===== src/rtl/ahb_pkg.sv =====
// Shared AHB-Lite encodings and the data-phase state type for the core bridge.
package ahb_pkg;

  typedef enum logic [1:0] {
    IDLE   = 2'b00,
    BUSY   = 2'b01,
    NONSEQ = 2'b10,
    SEQ    = 2'b11
  } htrans_t;

  typedef enum logic [1:0] {
    D_IDLE = 2'b00,
    D_BUSY = 2'b01,
    D_ERR  = 2'b10
  } dphase_t;

  localparam logic [2:0] HBURST_SINGLE   = 3'b000;
  localparam logic       HRESP_OKAY      = 1'b0;
  localparam logic       HRESP_ERROR     = 1'b1;
  localparam logic [2:0] HSIZE_BYTE      = 3'd0;
  localparam logic [2:0] HSIZE_HALF      = 3'd1;
  localparam logic [2:0] HSIZE_WORD      = 3'd2;
  localparam logic [3:0] HPROT_DATA_PRIV = 4'b0011;

endpackage


===== src/rtl/core_to_ahb_if.sv =====
// Core request/response stream plus AHB-Lite master signals of the bridge.
interface core_to_ahb_if #(
  parameter int ADDR_WIDTH   = 32,
  parameter int DATA_WIDTH   = 32,
  parameter int HBURST_WIDTH = 3,
  parameter int HPROT_WIDTH  = 4
);
  logic                    req_valid;
  logic                    req_ready;
  logic                    req_write;
  logic [ADDR_WIDTH-1:0]   req_addr;
  logic [2:0]              req_size;
  logic [DATA_WIDTH-1:0]   req_wdata;
  logic                    rsp_valid;
  logic [DATA_WIDTH-1:0]   rsp_rdata;
  logic                    rsp_err;
  logic [ADDR_WIDTH-1:0]   HADDR;
  logic [1:0]              HTRANS;
  logic                    HWRITE;
  logic [2:0]              HSIZE;
  logic [HBURST_WIDTH-1:0] HBURST;
  logic [HPROT_WIDTH-1:0]  HPROT;
  logic                    HMASTLOCK;
  logic [DATA_WIDTH-1:0]   HWDATA;
  logic [DATA_WIDTH-1:0]   HRDATA;
  logic                    HREADY;
  logic                    HRESP;

  modport master (
    input  req_valid, req_write, req_addr, req_size, req_wdata, HRDATA, HREADY, HRESP,
    output req_ready, rsp_valid, rsp_rdata, rsp_err,
           HADDR, HTRANS, HWRITE, HSIZE, HBURST, HPROT, HMASTLOCK, HWDATA
  );

  modport slave (
    output req_valid, req_write, req_addr, req_size, req_wdata, HRDATA, HREADY, HRESP,
    input  req_ready, rsp_valid, rsp_rdata, rsp_err,
           HADDR, HTRANS, HWRITE, HSIZE, HBURST, HPROT, HMASTLOCK, HWDATA
  );
endinterface


===== src/rtl/core_to_ahb.sv =====
// AHB-Lite master bridge: one A (address) slot and one D (data) slot give one
// single transfer per cycle; ERROR responses hold the pending A request.
module core_to_ahb
  import ahb_pkg::*;
#(
  parameter int ADDR_WIDTH   = 32,
  parameter int DATA_WIDTH   = 32,
  parameter int HBURST_WIDTH = 3,
  parameter int HPROT_WIDTH  = 4
) (
  input  logic          HCLK,
  input  logic          HRESET,
  core_to_ahb_if.master bus
);

  logic                  a_valid;
  logic [ADDR_WIDTH-1:0] a_addr;
  logic                  a_write;
  logic [2:0]            a_size;
  logic [DATA_WIDTH-1:0] a_wdata;
  logic                  d_write;
  logic [DATA_WIDTH-1:0] d_wdata;
  dphase_t               d_state, d_next;
  logic                  issue, advance, accept, complete;
  logic                  rsp_valid_q, rsp_err_q;
  logic [DATA_WIDTH-1:0] rsp_rdata_q;

  // D_ERR masks the A slot so the second ERROR cycle shows IDLE on the bus.
  assign issue         = a_valid && (d_state != D_ERR);
  assign advance       = issue && bus.HREADY;
  assign bus.req_ready = !a_valid || advance;
  assign accept        = bus.req_valid && bus.req_ready;

  assign bus.HTRANS    = issue ? NONSEQ : IDLE;
  assign bus.HADDR     = a_addr;
  assign bus.HWRITE    = a_write;
  assign bus.HSIZE     = a_size;
  assign bus.HWDATA    = d_wdata;
  assign bus.HBURST    = HBURST_WIDTH'(HBURST_SINGLE);
  assign bus.HPROT     = HPROT_WIDTH'(HPROT_DATA_PRIV);
  assign bus.HMASTLOCK = 1'b0;
  assign bus.rsp_valid = rsp_valid_q;
  assign bus.rsp_err   = rsp_err_q;
  assign bus.rsp_rdata = rsp_rdata_q;

  always_ff @(posedge HCLK or posedge HRESET) begin
    if (HRESET) d_state <= D_IDLE;
    else        d_state <= d_next;
  end

  always_comb begin
    d_next   = d_state;
    complete = 1'b0;
    case (d_state)
      D_IDLE: if (advance) d_next = D_BUSY;
      D_BUSY: begin
        if (bus.HREADY) begin
          complete = 1'b1;
          d_next   = advance ? D_BUSY : D_IDLE;
        end else if (bus.HRESP == HRESP_ERROR) begin
          d_next = D_ERR;
        end
      end
      D_ERR: begin
        if (bus.HREADY) begin
          complete = 1'b1;
          d_next   = D_IDLE;
        end
      end
      default: d_next = D_IDLE;
    endcase
  end

  always_ff @(posedge HCLK or posedge HRESET) begin
    if (HRESET) begin
      a_valid     <= 1'b0;
      a_addr      <= '0;
      a_write     <= 1'b0;
      a_size      <= '0;
      a_wdata     <= '0;
      d_write     <= 1'b0;
      d_wdata     <= '0;
      rsp_valid_q <= 1'b0;
      rsp_err_q   <= 1'b0;
      rsp_rdata_q <= '0;
    end else begin
      if (accept) begin
        a_valid <= 1'b1;
        a_addr  <= bus.req_addr;
        a_write <= bus.req_write;
        a_size  <= bus.req_size;
        a_wdata <= bus.req_wdata;
      end else if (advance) begin
        a_valid <= 1'b0;
      end
      if (advance) begin
        d_write <= a_write;
        d_wdata <= a_wdata;
      end
      // d_write still names the completing transfer; the advance above lands next edge.
      rsp_valid_q <= complete;
      rsp_err_q   <= complete && (bus.HRESP == HRESP_ERROR);
      rsp_rdata_q <= (complete && !d_write) ? bus.HRDATA : '0;
    end
  end

`ifndef SYNTHESIS
  localparam int MAX_SIZE = $clog2(DATA_WIDTH / 8);
  always @(posedge HCLK) begin
    if (!HRESET && accept) begin
      if (int'(bus.req_size) > MAX_SIZE)
        $display("core_to_ahb warning: req_size %0d exceeds bus width", bus.req_size);
      else if ((bus.req_addr & ((ADDR_WIDTH'(1) << bus.req_size) - ADDR_WIDTH'(1))) != '0)
        $display("core_to_ahb warning: req_addr %0h misaligned for size %0d",
                 bus.req_addr, bus.req_size);
    end
    if (!HRESET && d_state == D_ERR && !bus.HREADY)
      $display("core_to_ahb warning: HREADY low in second ERROR cycle");
  end
`endif

endmodule


===== src/flat_wrapper.sv =====
// flat-port wrapper written by rule: the top's interface ports become plain ports
module core_to_ahb_flat import ahb_pkg::*;
#(
  parameter int ADDR_WIDTH   = 32,
  parameter int DATA_WIDTH   = 32,
  parameter int HBURST_WIDTH = 3,
  parameter int HPROT_WIDTH  = 4
)
  (HCLK, HRESET, bus_req_valid, bus_req_write, bus_req_addr, bus_req_size, bus_req_wdata, bus_HRDATA, bus_HREADY, bus_HRESP, bus_req_ready, bus_rsp_valid, bus_rsp_rdata, bus_rsp_err, bus_HADDR, bus_HTRANS, bus_HWRITE, bus_HSIZE, bus_HBURST, bus_HPROT, bus_HMASTLOCK, bus_HWDATA);
  core_to_ahb_if #(.ADDR_WIDTH(ADDR_WIDTH), .DATA_WIDTH(DATA_WIDTH), .HBURST_WIDTH(HBURST_WIDTH), .HPROT_WIDTH(HPROT_WIDTH)) bus_i ();
  input  logic HCLK;
  input  logic HRESET;
  input wire logic [$bits(bus_i.req_valid)-1:0] bus_req_valid;
  input wire logic [$bits(bus_i.req_write)-1:0] bus_req_write;
  input wire logic [$bits(bus_i.req_addr)-1:0] bus_req_addr;
  input wire logic [$bits(bus_i.req_size)-1:0] bus_req_size;
  input wire logic [$bits(bus_i.req_wdata)-1:0] bus_req_wdata;
  input wire logic [$bits(bus_i.HRDATA)-1:0] bus_HRDATA;
  input wire logic [$bits(bus_i.HREADY)-1:0] bus_HREADY;
  input wire logic [$bits(bus_i.HRESP)-1:0] bus_HRESP;
  output wire logic [$bits(bus_i.req_ready)-1:0] bus_req_ready;
  output wire logic [$bits(bus_i.rsp_valid)-1:0] bus_rsp_valid;
  output wire logic [$bits(bus_i.rsp_rdata)-1:0] bus_rsp_rdata;
  output wire logic [$bits(bus_i.rsp_err)-1:0] bus_rsp_err;
  output wire logic [$bits(bus_i.HADDR)-1:0] bus_HADDR;
  output wire logic [$bits(bus_i.HTRANS)-1:0] bus_HTRANS;
  output wire logic [$bits(bus_i.HWRITE)-1:0] bus_HWRITE;
  output wire logic [$bits(bus_i.HSIZE)-1:0] bus_HSIZE;
  output wire logic [$bits(bus_i.HBURST)-1:0] bus_HBURST;
  output wire logic [$bits(bus_i.HPROT)-1:0] bus_HPROT;
  output wire logic [$bits(bus_i.HMASTLOCK)-1:0] bus_HMASTLOCK;
  output wire logic [$bits(bus_i.HWDATA)-1:0] bus_HWDATA;
  assign bus_i.req_valid = bus_req_valid;
  assign bus_i.req_write = bus_req_write;
  assign bus_i.req_addr = bus_req_addr;
  assign bus_i.req_size = bus_req_size;
  assign bus_i.req_wdata = bus_req_wdata;
  assign bus_i.HRDATA = bus_HRDATA;
  assign bus_i.HREADY = bus_HREADY;
  assign bus_i.HRESP = bus_HRESP;
  assign bus_req_ready = bus_i.req_ready;
  assign bus_rsp_valid = bus_i.rsp_valid;
  assign bus_rsp_rdata = bus_i.rsp_rdata;
  assign bus_rsp_err = bus_i.rsp_err;
  assign bus_HADDR = bus_i.HADDR;
  assign bus_HTRANS = bus_i.HTRANS;
  assign bus_HWRITE = bus_i.HWRITE;
  assign bus_HSIZE = bus_i.HSIZE;
  assign bus_HBURST = bus_i.HBURST;
  assign bus_HPROT = bus_i.HPROT;
  assign bus_HMASTLOCK = bus_i.HMASTLOCK;
  assign bus_HWDATA = bus_i.HWDATA;
  core_to_ahb #(.ADDR_WIDTH(ADDR_WIDTH), .DATA_WIDTH(DATA_WIDTH), .HBURST_WIDTH(HBURST_WIDTH), .HPROT_WIDTH(HPROT_WIDTH)) u_core (.HCLK(HCLK), .HRESET(HRESET), .bus(bus_i));
endmodule

===== config.mk =====
export PLATFORM = sky130hd
export DESIGN_NAME = core_to_ahb_flat
export DESIGN_NICKNAME = d
export VERILOG_FILES = /design/src/rtl/ahb_pkg.sv /design/src/rtl/core_to_ahb_if.sv /design/src/rtl/core_to_ahb.sv /design/src/flat_wrapper.sv
export SDC_FILE = /design/constraint.sdc
export NUM_CORES = 1
export LEC_CHECK = 0
export BUFFER_PORTS_ARGS = -buffer_cell sky130_fd_sc_hd__buf_2
export CORE_MARGIN = 2
export CORE_UTILIZATION = 45
export DETAILED_ROUTE_END_ITERATION = 10
export GPL_ROUTABILITY_DRIVEN = 0
export PLACE_DENSITY = 0.76
export SLEW_MARGIN = 20
export SYNTH_ARGS = -nofsm -noshare
export SYNTH_HDL_FRONTEND = slang
export SYNTH_SLANG_ARGS = --single-unit
export TNS_END_PERCENT = 5

===== constraint.sdc =====
create_clock -name HCLK -period 12.5 [get_ports HCLK]
set_input_delay 1.25 -clock HCLK [delete_from_list [all_inputs] [get_ports HCLK]]
set_output_delay 1.25 -clock HCLK [all_outputs]
set_load 0.02 [all_outputs]

==> summary.txt <==
Run status
  • Status: finished clean

Cells and area
  • Fillers: between 800 and 900
  • Most common cell after layout, fill and taps aside: buf_2
  • Area of the multi-input gates: between 0.0015 and 0.002 mm2
  • Ratio of cells with drive above 1 in the final layout: between 50% and 60%
  • Ant. Diodes: 0
  • Layout area overhead: 34.0%
  • Most frequent cells in the layout: buf_2, dfrtp_1, mux2_2
  • Final nets: 645
  • Layout Utilization: about three fifths
  • Final instance area: about 0.007 mm2
  • Seq. cell area: between 0.003 and 0.004 mm2

Worst setup path
  • Crit-path cells: buf_2 -> nand2b_1 -> nand2_1 -> buf_2
  • CP delay by family, top: buffers and inverters
  • Crit Path Class: input port to primary output
  • CP bufs+invs: 2
  • Crit end category: primary output
  • Critical path's slowest cell: buf_2
  • Crit Path Max Fanout: 7
  • Required @ worst endpoint: between 10 and 15 ns
  • Slowest stage delay, CP: ~0.19 ns
  • CP startpoint kind: input port
  • Most used cell, CP: buf_2
  • Worst EP arrival: approximately 1.8 ns
  • Reg2Reg Setup Slack: approximately 9.6 ns

Synth
  • Syn. warnings: 0
  • Netlist cell types: 27
  • Synth Cell Area: between 0.005 and 0.006 mm2
  • Synth Area in Compound Gates: about 1.1%
  • Largest family of logic cells by synthesized area: multiplexers
  • Post-synthesis mux area share: approximately 22%
  • Number of synthesized register bits: around 140
  • Mapped Cells: 323
  • Synth Area in Simple Gates: ~5.3%
  • XOR/XNOR share of the synthesized area: 0%
  • Syn_area_per_cell: 16.0 um2
  • Post-synthesis adder-cell area fraction: less than 1%
  • Seq/Total Area, Yosys: between 60% and 70%

Placed design
  • IO Port Bufs: ~210
  • Worst slack at placement: approximately 9 ns
  • Placed Area: between 0.006 and 0.007 mm2
  • Detailed placement HPWL: 7.55 mm

STA
  • Worst-Margin Slew: 1.00 ns
  • Pins Over Slew Limit: 0
  • Layout Skew: between 0.003 and 0.004 ns
  • Period utilization: approximately 25%
  • Setup ws final: 9.41 ns
  • Count of final hold-check violations: 0
  • Period minus WS final: 3.09 ns
  • Maximum clock rate: roughly 320 MHz
  • TNS Setup: 0 ns
  • Hold_ws: about 0.48 ns
  • Max-slew headroom: around a third
  • Final setup fails: 0
  • RSZ-0062 raised after global routing: no

Route
  • DRC viols: 0
  • First-pass DRT Iterations: 4
  • DRT antenna net count: 0
  • DR vias: around 3300
  • DR vias/cell: 4.76
  • Routed wire length per instance: between 15 and 20 um
  • DR iter-0 viols: between 70 and 80
  • Final wirelength: between 10 and 15 mm

Floorplanning
  • Core ar.: 0.0113 mm2
  • Die width: between 100 and 150 um
  • Row cnt: 39
  • I/O Pins: about 220
  • Die height: 111 um
  • Die Area: ~0.012 mm2
  • Starting density of the core: 45.7%

Clock network
  • Total CTS buffers: 17
  • CTS tree: yes
  • Clock Sinks: about 140
  • Post-CTS Resized: 0
  • Hold buffers post-CTS: 0
  • Worst skew pair latency: 0.41 ns
  • H-tree level count: 4
  • Post-CTS setup buffers: 0
  • Clock Tree Root: clkbuf_16
  • Clock Tree Buf Depth: 2
  • CTS clk-pin slew, worst paths: approximately 0.050 ns

GRT
  • First-pass GRT wire length: roughly 17 mm
  • Largest net degree at the start of global routing: 93
  • Number of global-route vias before repair: around 3600
  • Initial antenna violation count: 0
  • Total track usage: between 10% and 20%
  • Overflow after GRT: 0

Power
  • Leak pwr: between 3 and 4 nW
  • Pwr Density: around 230 mW/mm2
  • Worst IR drop on VDD: 124 uV

Worst hold path
  • Hold WC Path Type: flip-flop to flip-flop

Run
  • Max-Cap Viols: 0
[worst register-to-register path: cells and delay by family, from the launching register on]
kind	cells	cell delay, ns
AND/OR/NAND/NOR	1	0.21
adder cells (fa/ha/maj)	1	0.24
buffers and inverters	2	0.69
multiplexers	1	0.42
AO/OA/AOI/OAI	1	0.79
flip-flops	1	0.41
[flip-flops by register name, indices dropped and copies added (netlist names)]
signal,cells
u_core.bus.HSIZE,3
u_core.a_wdata,32
u_core.bus.rsp_valid,1
u_core.a_valid,1
u_core.d_write,1
u_core.bus.HADDR,32
u_core.bus.HWRITE,1
u_core.bus.HWDATA,32
u_core.bus.rsp_err,1
u_core.d_state,2
u_core.bus.rsp_rdata,32
[cells in the mapped netlist]
cell type | number | area [um2]
a31oi_1 | 1 | 6.26
inv_1 | 4 | 15.0
nand2b_1 | 3 | 18.8
buf_8 | 2 | 30.0
a311oi_1 | 1 | 8.76
nor3b_1 | 1 | 7.51
mux2_2 | 81 | 912
a21boi_0 | 1 | 7.51
a21boi_2 | 1 | 11.3
dfrtp_1 | 138 | 3450
o311ai_0 | 1 | 8.76
clkbuf_1 | 3 | 11.3
buf_4 | 14 | 105
o21ai_0 | 1 | 5.00
and3_1 | 1 | 6.26
nor2b_1 | 1 | 6.26
mux2_1 | 20 | 225
and2_1 | 33 | 206
buf_6 | 1 | 11.3
conb_1 | 2 | 7.51
buf_2 | 3 | 15.0
nand3_1 | 1 | 5.00
and2b_1 | 1 | 7.51
ha_1 | 3 | 37.5
nand2_2 | 1 | 6.26
nand2_1 | 3 | 11.3
o211ai_1 | 1 | 7.51
[path summary, 6_finish.rpt]
path,cells after the start,from,end
max,4,bus_HREADY,bus_req_ready
min,1,u_core.bus.HADDR[16]$_DFFE_PP0P_,u_core.bus.HADDR[16]$_DFFE_PP0P_
max reg2reg,6,u_core.d_state[0]$_DFFE_PP0P_,u_core.bus.HADDR[26]$_DFFE_PP0P_
min reg2reg,1,u_core.bus.HADDR[16]$_DFFE_PP0P_,u_core.bus.HADDR[16]$_DFFE_PP0P_
max in group asynchronous,3,HRESET,u_core.bus.rsp_err$_DFF_PP0_
min in group asynchronous,2,HRESET,u_core.bus.HSIZE[0]$_DFFE_PP0P_
[power by group]
part | leakage [nW] | switching [mW] | total [mW] | internal (mW)
clock network | 0.317 | 0.173 | 0.533 | 0.360
logic | 1.49 | 0.241 | 0.416 | 0.175
registers | 1.68 | 0.0556 | 0.621 | 0.566
total | 3.49 | 0.470 | 1.57 | 1.10
[final cells by class]
type	instances	area share, %
clock buffer	25	7.32
clock inverter	7	1.96
tap	143	2.59
inverter	4	0.290
sequential	138	50.0
multi-input combinational	165	22.4
timing repair buffer	211	15.5
[logic make-up (layout without fill, tap and decap cells)]
group,after synthesis,count (layout)
simple gates,45,45
other cells,2,9
flops,138,138
buf+inv,27,247
mux,101,101
fa+ha+maj,3,3
compound gates,7,7
[layer usage]
| metal | vias up | routed length (um) | GRT usage, % |
|---|---|---|---|
| li1 | 1500 | - | - |
| met1 | 1630 | 4050 | 20.0 |
| met2 | 153 | 5300 | 30.8 |
| met3 | 19 | 1060 | 8.26 |
| met4 | 0 | 226 | 7.74 |
| met5 | - | 0 | 0 |
[through the flow]
step | std cells | power (mW)
global route | 693 | 1.65
floorplan | 330 | 0.899
finish | 693 | 1.57
CTS | 693 | 1.59
detailed placement | 661 | 1.05
global placement | 661 | 1.03
Power figures use the tool's default switching activity.
